[config.mk]
export PLATFORM = sky130hd
export DESIGN_NAME = xbar_aw_w_arbiter
export DESIGN_NICKNAME = d
export VERILOG_FILES = /design/src/rtl/xbar_arb_pkg.sv /design/src/rtl/xbar_idx_fifo.sv /design/src/rtl/xbar_aw_w_arbiter.sv
export SDC_FILE = /design/constraint.sdc
export NUM_CORES = 1
export LEC_CHECK = 0
export ABC_AREA = 1
export CAP_MARGIN = 20
export CORE_AREA = 2 2 269 271
export CTS_CLUSTER_SIZE = 20
export DETAILED_ROUTE_END_ITERATION = 8
export DIE_AREA = 0 0 271 273
export GPL_TIMING_DRIVEN = 0
export HOLD_SLACK_MARGIN = 0.03
export PLACE_DENSITY = 0.36
export SYNTH_ARGS = -nofsm -noshare
export SYNTH_HDL_FRONTEND = slang
export SYNTH_SLANG_ARGS = --single-unit
[constraint.sdc]
create_clock -name clk_i -period 3.4 [get_ports clk_i]
set_input_delay 0.85 -clock clk_i [delete_from_list [all_inputs] [get_ports clk_i]]
set_output_delay 0.85 -clock clk_i [all_outputs]
set_load 0.05 [all_outputs]
[src/rtl/xbar_arb_pkg.sv]
// xbar_arb_pkg
//   Shared definitions for the crossbar AW/W slave-port arbiter.
//   - idx_w(): index width helper (clog2 with a floor of 1 so a lone master
//     still gets a 1-bit index field).
//   - aw_chan_t / w_chan_t: AW and W payload bundles at the default crossbar
//     widths (ADDR 32, DATA 64, ID 6, USER 8).
package xbar_arb_pkg;

  localparam int unsigned XBAR_ADDR_WIDTH = 32;
  localparam int unsigned XBAR_DATA_WIDTH = 64;
  localparam int unsigned XBAR_ID_WIDTH   = 6;
  localparam int unsigned XBAR_USER_WIDTH = 8;

  function automatic int unsigned idx_w(input int unsigned n);
    return (n > 1) ? $clog2(n) : 1;
  endfunction

  typedef struct packed {
    logic [XBAR_ID_WIDTH-1:0]   id;
    logic [XBAR_ADDR_WIDTH-1:0] addr;
    logic [7:0]                 len;
    logic [XBAR_USER_WIDTH-1:0] user;
  } aw_chan_t;

  typedef struct packed {
    logic [XBAR_DATA_WIDTH-1:0]   data;
    logic [XBAR_DATA_WIDTH/8-1:0] strb;
    logic                         last;
    logic [XBAR_USER_WIDTH-1:0]   user;
  } w_chan_t;

endpackage

[src/rtl/xbar_idx_fifo.sv]
// xbar_idx_fifo
//   Small synchronous FIFO holding granted master indices in AW grant order.
//   Ports:
//     clk_i, rst_ni       clock, asynchronous active-low reset (empties FIFO)
//     push_i, data_i      write one index (ignored when full)
//     pop_i               drop the head entry (ignored when empty)
//     full_o, empty_o     occupancy flags
//     head_o              oldest entry (valid only when !empty_o)
module xbar_idx_fifo #(
  parameter int unsigned DEPTH = 4,
  parameter int unsigned WIDTH = 2
) (
  input  logic             clk_i,
  input  logic             rst_ni,
  input  logic             push_i,
  input  logic [WIDTH-1:0] data_i,
  input  logic             pop_i,
  output logic             full_o,
  output logic             empty_o,
  output logic [WIDTH-1:0] head_o
);

  localparam int unsigned AW = (DEPTH > 1) ? $clog2(DEPTH) : 1;

  logic [WIDTH-1:0] mem_q [DEPTH];
  // Pointers carry one extra wrap bit so full and empty are distinguishable.
  logic [AW:0] wptr_q, wptr_d;
  logic [AW:0] rptr_q, rptr_d;
  logic        do_push, do_pop;

  assign full_o  = (wptr_q[AW] != rptr_q[AW]) && (wptr_q[AW-1:0] == rptr_q[AW-1:0]);
  assign empty_o = (wptr_q == rptr_q);
  assign head_o  = mem_q[rptr_q[AW-1:0]];

  assign do_push = push_i && !full_o;
  assign do_pop  = pop_i && !empty_o;

  always_comb begin
    wptr_d = wptr_q;
    rptr_d = rptr_q;
    if (do_push) wptr_d = wptr_q + 1'b1;
    if (do_pop)  rptr_d = rptr_q + 1'b1;
  end

  always_ff @(posedge clk_i or negedge rst_ni) begin
    if (!rst_ni) begin
      wptr_q <= '0;
      rptr_q <= '0;
    end else begin
      wptr_q <= wptr_d;
      rptr_q <= rptr_d;
    end
  end

  always_ff @(posedge clk_i) begin
    if (do_push) mem_q[wptr_q[AW-1:0]] <= data_i;
  end

endmodule

[src/rtl/xbar_aw_w_arbiter.sv]
// xbar_aw_w_arbiter
//   Shares one slave port's AW and W channels between NUM_MST masters.
//   AW is granted round-robin; each granted index is queued so W bursts are
//   forwarded strictly in AW grant order. The granted index is prepended to
//   AWID so the B path can route responses back.
//   Ports:
//     clk_i, rst_ni                 clock, asynchronous active-low reset
//     mst_aw_* (per master)         AW valid/ready and payload from masters
//     mst_w_*  (per master)         W valid/ready and payload from masters
//     slv_aw_*                      muxed AW to slave, id = {index, master id}
//     slv_w_*                       muxed W to slave, steered by queue head
module xbar_aw_w_arbiter
  import xbar_arb_pkg::*;
#(
  parameter  int unsigned NUM_MST    = 4,
  parameter  int unsigned ADDR_WIDTH = 32,
  parameter  int unsigned DATA_WIDTH = 64,
  parameter  int unsigned ID_WIDTH   = 6,
  parameter  int unsigned USER_WIDTH = 8,
  parameter  int unsigned FIFO_DEPTH = 4,
  localparam int unsigned IDX_W      = idx_w(NUM_MST)
) (
  input  logic                                     clk_i,
  input  logic                                     rst_ni,
  input  logic [NUM_MST-1:0]                       mst_aw_valid_i,
  output logic [NUM_MST-1:0]                       mst_aw_ready_o,
  input  logic [NUM_MST-1:0][ID_WIDTH-1:0]         mst_aw_id_i,
  input  logic [NUM_MST-1:0][ADDR_WIDTH-1:0]       mst_aw_addr_i,
  input  logic [NUM_MST-1:0][7:0]                  mst_aw_len_i,
  input  logic [NUM_MST-1:0][USER_WIDTH-1:0]       mst_aw_user_i,
  input  logic [NUM_MST-1:0]                       mst_w_valid_i,
  output logic [NUM_MST-1:0]                       mst_w_ready_o,
  input  logic [NUM_MST-1:0][DATA_WIDTH-1:0]       mst_w_data_i,
  input  logic [NUM_MST-1:0][DATA_WIDTH/8-1:0]     mst_w_strb_i,
  input  logic [NUM_MST-1:0]                       mst_w_last_i,
  input  logic [NUM_MST-1:0][USER_WIDTH-1:0]       mst_w_user_i,
  output logic                                     slv_aw_valid_o,
  input  logic                                     slv_aw_ready_i,
  output logic [ID_WIDTH+IDX_W-1:0]                slv_aw_id_o,
  output logic [ADDR_WIDTH-1:0]                    slv_aw_addr_o,
  output logic [7:0]                               slv_aw_len_o,
  output logic [USER_WIDTH-1:0]                    slv_aw_user_o,
  output logic                                     slv_w_valid_o,
  input  logic                                     slv_w_ready_i,
  output logic [DATA_WIDTH-1:0]                    slv_w_data_o,
  output logic [DATA_WIDTH/8-1:0]                  slv_w_strb_o,
  output logic                                     slv_w_last_o,
  output logic [USER_WIDTH-1:0]                    slv_w_user_o
);

  // First requester at or after 'start', wrapping around.
  function automatic logic [IDX_W-1:0] rr_pick(input logic [NUM_MST-1:0] req,
                                               input logic [IDX_W-1:0]   start);
    logic [IDX_W-1:0] res;
    logic             found;
    int unsigned      idx;
    res   = start;
    found = 1'b0;
    for (int unsigned i = 0; i < NUM_MST; i++) begin
      idx = (int'(start) + i) % NUM_MST;
      if (!found && req[idx]) begin
        res   = IDX_W'(idx);
        found = 1'b1;
      end
    end
    return res;
  endfunction

  logic [IDX_W-1:0] rr_q, rr_d;
  logic [IDX_W-1:0] aw_gnt_q, aw_gnt_d;
  logic             aw_lock_q, aw_lock_d;

  logic [IDX_W-1:0] aw_gnt;
  logic             aw_req, aw_hs;
  logic             fifo_full, fifo_empty, fifo_pop;
  logic [IDX_W-1:0] w_head;

  assign aw_req = |mst_aw_valid_i;
  // A stalled grant is frozen so payload and index stay stable until accepted.
  assign aw_gnt = aw_lock_q ? aw_gnt_q : rr_pick(mst_aw_valid_i, rr_q);

  // ---------------- AW path ----------------
  assign slv_aw_valid_o = rst_ni && aw_req && !fifo_full;
  assign aw_hs          = slv_aw_valid_o && slv_aw_ready_i;
  assign slv_aw_id_o    = {aw_gnt, mst_aw_id_i[aw_gnt]};
  assign slv_aw_addr_o  = mst_aw_addr_i[aw_gnt];
  assign slv_aw_len_o   = mst_aw_len_i[aw_gnt];
  assign slv_aw_user_o  = mst_aw_user_i[aw_gnt];

  always_comb begin
    mst_aw_ready_o         = '0;
    mst_aw_ready_o[aw_gnt] = rst_ni && slv_aw_ready_i && !fifo_full;
  end

  always_comb begin
    rr_d      = rr_q;
    aw_gnt_d  = aw_gnt_q;
    aw_lock_d = aw_lock_q;
    if (aw_hs) begin
      aw_lock_d = 1'b0;
      rr_d      = (aw_gnt == IDX_W'(NUM_MST - 1)) ? '0 : aw_gnt + 1'b1;
    end else if (slv_aw_valid_o) begin
      aw_lock_d = 1'b1;
      aw_gnt_d  = aw_gnt;
    end
  end

  always_ff @(posedge clk_i or negedge rst_ni) begin
    if (!rst_ni) begin
      rr_q      <= '0;
      aw_gnt_q  <= '0;
      aw_lock_q <= 1'b0;
    end else begin
      rr_q      <= rr_d;
      aw_gnt_q  <= aw_gnt_d;
      aw_lock_q <= aw_lock_d;
    end
  end

  // ---------------- W path ----------------
  xbar_idx_fifo #(
    .DEPTH (FIFO_DEPTH),
    .WIDTH (IDX_W)
  ) i_idx_fifo (
    .clk_i   (clk_i),
    .rst_ni  (rst_ni),
    .push_i  (aw_hs),
    .data_i  (aw_gnt),
    .pop_i   (fifo_pop),
    .full_o  (fifo_full),
    .empty_o (fifo_empty),
    .head_o  (w_head)
  );

  assign slv_w_valid_o = rst_ni && !fifo_empty && mst_w_valid_i[w_head];
  assign slv_w_data_o  = mst_w_data_i[w_head];
  assign slv_w_strb_o  = mst_w_strb_i[w_head];
  assign slv_w_last_o  = mst_w_last_i[w_head];
  assign slv_w_user_o  = mst_w_user_i[w_head];
  assign fifo_pop      = slv_w_valid_o && slv_w_ready_i && mst_w_last_i[w_head];

  always_comb begin
    mst_w_ready_o         = '0;
    mst_w_ready_o[w_head] = rst_ni && !fifo_empty && slv_w_ready_i;
  end

endmodule

==> impl_summary.log, run 1 <==
[metrics] run status: finished with violations
[metrics] violations in the final reports: setup timing
[metrics] arrival time reported for the critical path endpoint: 2730 ps
[metrics] CTS H-tree lvls: 1
[metrics] max cap viols: 0
[metrics] Synth Register Bits: 19
[metrics] maximum fanout along the worst path: 6
[metrics] wire length of the first global-routing pass: 86980 um
[metrics] Fmax: 279.0 MHz
[metrics] Post-route DRC: 0
[metrics] critical path endpoint category: output port
[metrics] number of placed I/O pins: approximately 700
[metrics] largest net degree at the start of global routing: 15
[metrics] later-pin clock latency in the skew report: 260 ps
[metrics] CTS buffer count: 3
[metrics] Syn Std Cell Area: ~5500 um2
[metrics] vias per std cell: between 3 and 4
[metrics] Total Die Area: 73980 um2
[metrics] crit share post-route: 1.054
[metrics] standard-cell rows: 98
[metrics] type of the most critical hold path: register to register
[metrics] synthesis-to-layout area growth: 186.3%
[metrics] post-synthesis cell type count: 29
[metrics] total routing usage reported by global routing: 0.1643
[metrics] Max Clock Skew: roughly 6.2 ps
[metrics] number of sinks on the clock net: 19
[metrics] cell type contributing the most total cell area after synthesis: nand2_1
[metrics] number of antenna-violating nets in the routed design: 0
[metrics] Worst Setup Path Type: primary input to output port
[metrics] post-detailed-placement half-perimeter wirelength: 55150 um
[metrics] Hold Fails Final Rpt: 0
[metrics] Crit-path slowest cell: nand3_4
[metrics] top-area cell type share of the netlist area: 0.3357
[metrics] Mapped Cells: about 1.1k
[metrics] initial cell density of the core: 0.07765
[metrics] CP Cell Sequence: buf_8, inv_2, nand2_1, nand2_1, nand2_1, nand2_1, nand2_1, inv_2, buf_6, nand3_4, buf_12, nand3_4, buf_6, buf_6, buf_12, nand3_2, nand2_1, nand2_1, nand2_1, buf_6
[metrics] Worst Slack Setup Final: -183.8 ps
[metrics] Max Slew Vio Count: 0
[metrics] peak per-stage delay on the critical path: about 160 ps
[metrics] drt first-iter violations: approximately 450
[metrics] DP Worst Slack: -1531 ps
[metrics] dominant synthesized flop cell: dfrtp_1
[metrics] clock tree from TritonCTS: built
[metrics] data required time at the worst endpoint: about 2600 ps
[metrics] sort of element at the start of the critical path: primary input
[metrics] final critical delay including setup and external delays: 3584 ps
[metrics] WL final: 65540 um
[metrics] setup violators final: 51
[metrics] global route overflow: 0
[metrics] deepest clock path buffer count: 2
[metrics] Die X: between 200 and 300 um
[metrics] Net Count, Synth: about 1.6k
[metrics] transition time at the pin with the least slew margin: just over 800 ps
[metrics] most frequent cell after synthesis: nand2_1
[metrics] fraction of final layout cells sized beyond drive strength 1: 0.2570
[metrics] average instance area after synthesis: approximately 5 um2
[metrics] nets@finish: 2411
[metrics] post-CTS clock slew at the launch and capture registers of the worst setup and hold paths: 50 ps
[metrics] most frequent cells after synthesis: nand2_1 (493), nand3_1 (293), a22oi_1 (102)
[metrics] number of iterations in the first detailed-routing pass: 5
[metrics] IO Port Bufs: ~700
[metrics] Max-Slew Margin vs Limit: 0.4540
[metrics] floorplan core area: 71000 um2
[metrics] Via Count: 10.91k
[metrics] async set-or-reset flop fraction in the synthesized netlist: 0.5789
[metrics] count of hold buffers inserted by post-cts repair: 0
[metrics] chip height: 273 um
[metrics] Synthesis Warnings: 0
[metrics] detail-routed net length per standard cell: between 20 and 25 um
[metrics] Most common cell on crit path: nand2_1
[metrics] via count of the first global-routing pass: 11.24k
[metrics] GP Congestion: 0.9358
[metrics] sequential element share of the synthesized area: 0.09351
[metrics] number of enable-type register cells in the synthesized netlist: 8
[metrics] cell types occupying the most area after synthesis: nand2_1 (34%), nand3_1 (27%), a22oi_1 (14%)
[metrics] initial antenna violation count: 8
[metrics] clock root buffer: clkbuf_16
[metrics] RSZ-0062 raised after global routing: yes
[logic make-up (layout without fill, tap and decap cells)]
logic type,after synthesis,count (layout),synth area share
simple gates,820,821,0.6353
other cells,0,3,0
compound gates,110,110,0.1466
fa+ha+maj,6,6,0.01362
xor+xnor,6,6,0.009532
flops,19,19,0.09351
buf+inv,121,890,0.1015
[stage by stage]
stage,setup TNS [ps],hold WS (ps),cell area [um2],utilization,cells
2_1_floorplan,0,460.7,5534,-,1082
3_3_place_gp,-141790,481.9,13710,0.1931,2730
3_5_place_dp,-141850,479.1,13710,0.1931,2730
4_1_cts,-4495,488.7,15140,0.2133,2791
5_1_grt,-12620,495.0,15780,0.2223,2804
6_report,-4548,485.3,15780,0.2223,2805
[critical path, delay by kind of cell]
kind,cells,cell delay (ps)
simple gates,11,840
buf+inv,9,1020
[cell type report]
type / instances / area [um2]
antenna: 3 / 7.507
buffer: 90 / 803.3
clock buffer: 3 / 75.07
clock inverter: 1 / 5.005
fill: 7997 / 55210
inverter: 27 / 108.9
multi-input combinational: 943 / 5228
sequential: 19 / 515.5
tap: 950 / 1189
timing repair buffer: 769 / 7851
[layout by cell type (no fill, tap or decap), types with 12 or more instances in the layout]
cell type        instances
nand3_1                219
inv_1                   14
buf_12                  14
nand2_4                 15
buf_8                   41
nand2_1                430
buf_4                   64
clkbuf_4                29
clkbuf_1                19
nand3_2                 69
clkdlybuf4s50_1        546
a22oi_2                 12
buf_6                   79
a22oi_1                 90
nand2_2                 52
buf_2                   37
[routing by layer]
layer,GRT usage,share of wire
met2,0.3225,0.53
met3,0.04859,0.078
met1,0.1745,0.37
met4,0.02312,0.020
met5,0,0.00041
[timing repair]
item | in CTS | in global routing
endpoints found under the setup margin | 147 | 139
buffers inserted | 47 | 11
cloned | 11 | 6
pin swaps | 83 | 80
resized for setup | 1077 | 259
hold endpoints to repair | 0 | 0
[registers in the layout, summed over array words and instances (netlist names)]
signal / flops
aw_gnt_q: 2
aw_lock_q: 1
i_idx_fifo.mem_q: 8
i_idx_fifo.rptr_q: 3
i_idx_fifo.wptr_q: 3
rr_q: 2
[final timing paths]
check | start | end | slack [ps] | cells past startpoint
setup / recovery | mst_aw_valid_i[3] | slv_aw_addr_o[25] | -180 | 20
min in group asynchronous | rst_ni | aw_lock_q$_DFFE_PN0P_ | 600 | 1
hold reg to reg | i_idx_fifo.wptr_q[2]$_DFFE_PN0P_ | i_idx_fifo.wptr_q[2]$_DFFE_PN0P_ | 490 | 1
setup reg to reg | rr_q[1]$_DFFE_PN0P_ | rr_q[1]$_DFFE_PN0P_ | 990 | 16
hold / removal | i_idx_fifo.wptr_q[2]$_DFFE_PN0P_ | i_idx_fifo.wptr_q[2]$_DFFE_PN0P_ | 490 | 1
max in group asynchronous | rst_ni | i_idx_fifo.rptr_q[0]$_DFFE_PN0P_ | 2500 | 1
Power of run 1 is left out: the tool's default activity adds up to more than one toggle a clock period on the data nets, which glitch-free logic cannot reach.
==> inputs of run 2 (changes only) <==
- CELL_PAD_IN_SITES_DETAIL_PLACEMENT: not set -> 1
- CELL_PAD_IN_SITES_GLOBAL_PLACEMENT: not set -> 1
- PLACE_DENSITY: 0.36 -> 0.53
- SLEW_MARGIN: not set -> 20
==> impl_summary.log, run 2 (synthesis gave the netlist of run 1 again) <==
[metrics] final critical delay including setup and external delays: 3549 ps (-34.40 ps)
[metrics] CP Cell Sequence: buf_8, nand2_4, nand2_2, nand2_2, nand2_2, nor2_4, buf_6, nand3_4, nand3_4, buf_6, buf_8, nand3_1, nand2_2, nand2_1, nand2_1, buf_6
[metrics] floorplan core area: 71000 um2 (unchanged)
[metrics] peak per-stage delay on the critical path: 210 ps (+50 ps)
[metrics] detail-routed net length per standard cell: 24.72 um (+5.8%)
[metrics] most used cells in the layout excluding fill and tap cells: clkdlybuf4s50_1 (546), nand2_1 (345), nand3_1 (163)
[metrics] IO Port Bufs: 698 (unchanged)
[metrics] number of placed I/O pins: 699 (unchanged)
[metrics] Max-Slew Margin vs Limit: 0.4432 (-0.01082)
[metrics] RSZ-0062 raised after global routing: yes
[metrics] Max Slew Vio Count: 0 (unchanged)
[metrics] Crit-path slowest cell: nor2_4
[metrics] transition time at the pin with the least slew margin: 835.2 ps (+16.23 ps)
[metrics] post-CTS clock slew at the launch and capture registers of the worst setup and hold paths: 50 ps (about the same)
[metrics] later-pin clock latency in the skew report: 260 ps (about the same)
[metrics] maximum fanout along the worst path: 6 (unchanged)
[metrics] Hold Fails Final Rpt: 0 (unchanged)
[metrics] setup violators final: 56 (+9.8%)
[metrics] Post-route DRC: 0 (unchanged)
[metrics] violations in the final reports: setup timing
[metrics] standard-cell rows: 98 (unchanged)
[metrics] chip height: 273 um (unchanged)
[metrics] run status: finished with violations
[metrics] arrival time reported for the critical path endpoint: 2700 ps (-30 ps)
[metrics] Total Die Area: 73980 um2 (unchanged)
[metrics] CTS H-tree lvls: 1 (unchanged)
[metrics] vias per std cell: 3.994 (+2.7%)
[metrics] number of iterations in the first detailed-routing pass: 5 (unchanged)
[metrics] initial antenna violation count: 10 (+2)
[metrics] synthesis-to-layout area growth: 201.3%
[metrics] clock root buffer: clkbuf_16
[metrics] deepest clock path buffer count: 2 (unchanged)
[metrics] wire length of the first global-routing pass: 93930 um (+8.0%)
[metrics] Worst Hold Depth: 1 (unchanged)
[metrics] CTS buffer count: 3 (unchanged)
[metrics] non-filler cells in the finished layout: 2794 (-0.39%)
[metrics] WL final: 69060 um (+5.4%)
[metrics] critical path endpoint category: output port
[metrics] largest net degree at the start of global routing: 15 (unchanged)
[metrics] Most common cell on crit path: nand2_2
[metrics] fraction of final layout cells sized beyond drive strength 1: 0.3328 (+0.07577)
[metrics] Die X: 271 um (unchanged)
[metrics] Via Count: 11.16k (+2.3%)
[metrics] global route overflow: 0 (unchanged)
[metrics] type of the most critical hold path: register to register
[metrics] post-detailed-placement half-perimeter wirelength: 57040 um (+3.4%)
[metrics] utilization of the core after routing: 0.2340 (+0.01165)
[metrics] Max Clock Skew: 9.729 ps (+3.523 ps)
[metrics] initial cell density of the core: 0.07765 (unchanged)
[metrics] cell total after placement: 2730 (unchanged)
[metrics] via count of the first global-routing pass: 12.19k (+8.5%)
[metrics] number of antenna-violating nets in the routed design: 0 (unchanged)
[metrics] total routing usage reported by global routing: 0.1760 (+0.01174)
[metrics] most common cell after layout, fill and taps aside: clkdlybuf4s50_1
[metrics] GP Congestion: 0.9309 (-0.52%)
[metrics] flip-flop count of the largest register, all copies and words added: 8 (unchanged)
[metrics] nets@finish: 2401 (-0.41%)
[metrics] Worst Slack Setup Final: -149.4 ps (+34.40 ps)
[metrics] data required time at the worst endpoint: 2550 ps (about the same)
[metrics] clock tree from TritonCTS: built
[metrics] number of sinks on the clock net: 19 (unchanged)
[metrics] Fmax: 281.7 MHz (+0.97%)
[metrics] crit share post-route: 1.044 (-0.01012)
[metrics] sort of element at the start of the critical path: primary input
[metrics] worst-case reg-to-reg path depth: 18 (+2)
[metrics] Worst Setup Path Type: primary input to output port
[metrics] max cap viols: 0 (unchanged)
[metrics] drt first-iter violations: 413 (-8.0%)
[run 2: cell types whose count changed in the layout (fill, tap and decap cells not counted), sizes merged]
cell and change:
clkdlybuf4s18 +1, clkinvlp +1, clkinv +1, bufbuf +1, buf -13, nor2 +1, diode -1, inv -2
[run 2: final cells by class]
class | count | area, um2
diodes | 2 | 5.005
plain buffers | 90 | 842.1
clock buffers | 3 | 75.07
clock inverters | 1 | 5.005
fillers | 8447 | 54390
inverters | 27 | 127.6
multi-input cells | 944 | 5995
flip-flops and latches | 19 | 516.7
well taps | 950 | 1189
repair buffers | 758 | 7855
[run 2: path summary, 6_finish.rpt]
| kind | endpoint | start | slack, ps |
|---|---|---|---|
| max | slv_aw_addr_o[11] | mst_aw_valid_i[1] | -150 |
| min | i_idx_fifo.wptr_q[2]$_DFFE_PN0P_ | i_idx_fifo.wptr_q[2]$_DFFE_PN0P_ | 490 |
| max reg2reg | rr_q[1]$_DFFE_PN0P_ | rr_q[0]$_DFFE_PN0P_ | 1060 |
| min reg2reg | i_idx_fifo.wptr_q[2]$_DFFE_PN0P_ | i_idx_fifo.wptr_q[2]$_DFFE_PN0P_ | 490 |
| max in group asynchronous | rr_q[1]$_DFFE_PN0P_ | rst_ni | 2490 |
| min in group asynchronous | aw_lock_q$_DFFE_PN0P_ | rst_ni | 600 |
[run 2: per-layer routing]
layer  global-route usage  wire length [um]  share of wire
met2               0.3544             38240           0.55
met1               0.1853             25100           0.36
met5                    0                79         0.0011
met4              0.02210               968          0.014
met3              0.04481              4667          0.068
[run 2: stage by stage]
step | setup slack, ps | area (um2) | TNS (ps) | hold slack [ps]
after floorplan | 68.47 | 5534 | 0 | 460.7
after detailed placement | -1671 | 13710 | -150960 | 479.5
after global placement | -1623 | 13710 | -144460 | 478.9
after CTS | -174.1 | 15820 | -5507 | 490.5
final | -149.4 | 16610 | -3286 | 486.8
after global routing | -208.6 | 16610 | -8162 | 516.6
[run 2: critical path: cells and delay by family]
kind                   cells  cell delay, ps
buffers and inverters      5             680
and+or+nand+nor           11            1150
[run 2: what timing repair did]
item                       in CTS  in global routing
pin swaps                     134                151
gates cloned                   23                  0
resized for setup            1250                280
hold buffers                    0                  0
setup endpoints to repair     147                144
buffers inserted               27                 18
hold endpoints to repair        0                  0
Power of run 2 is left out for the same reason.
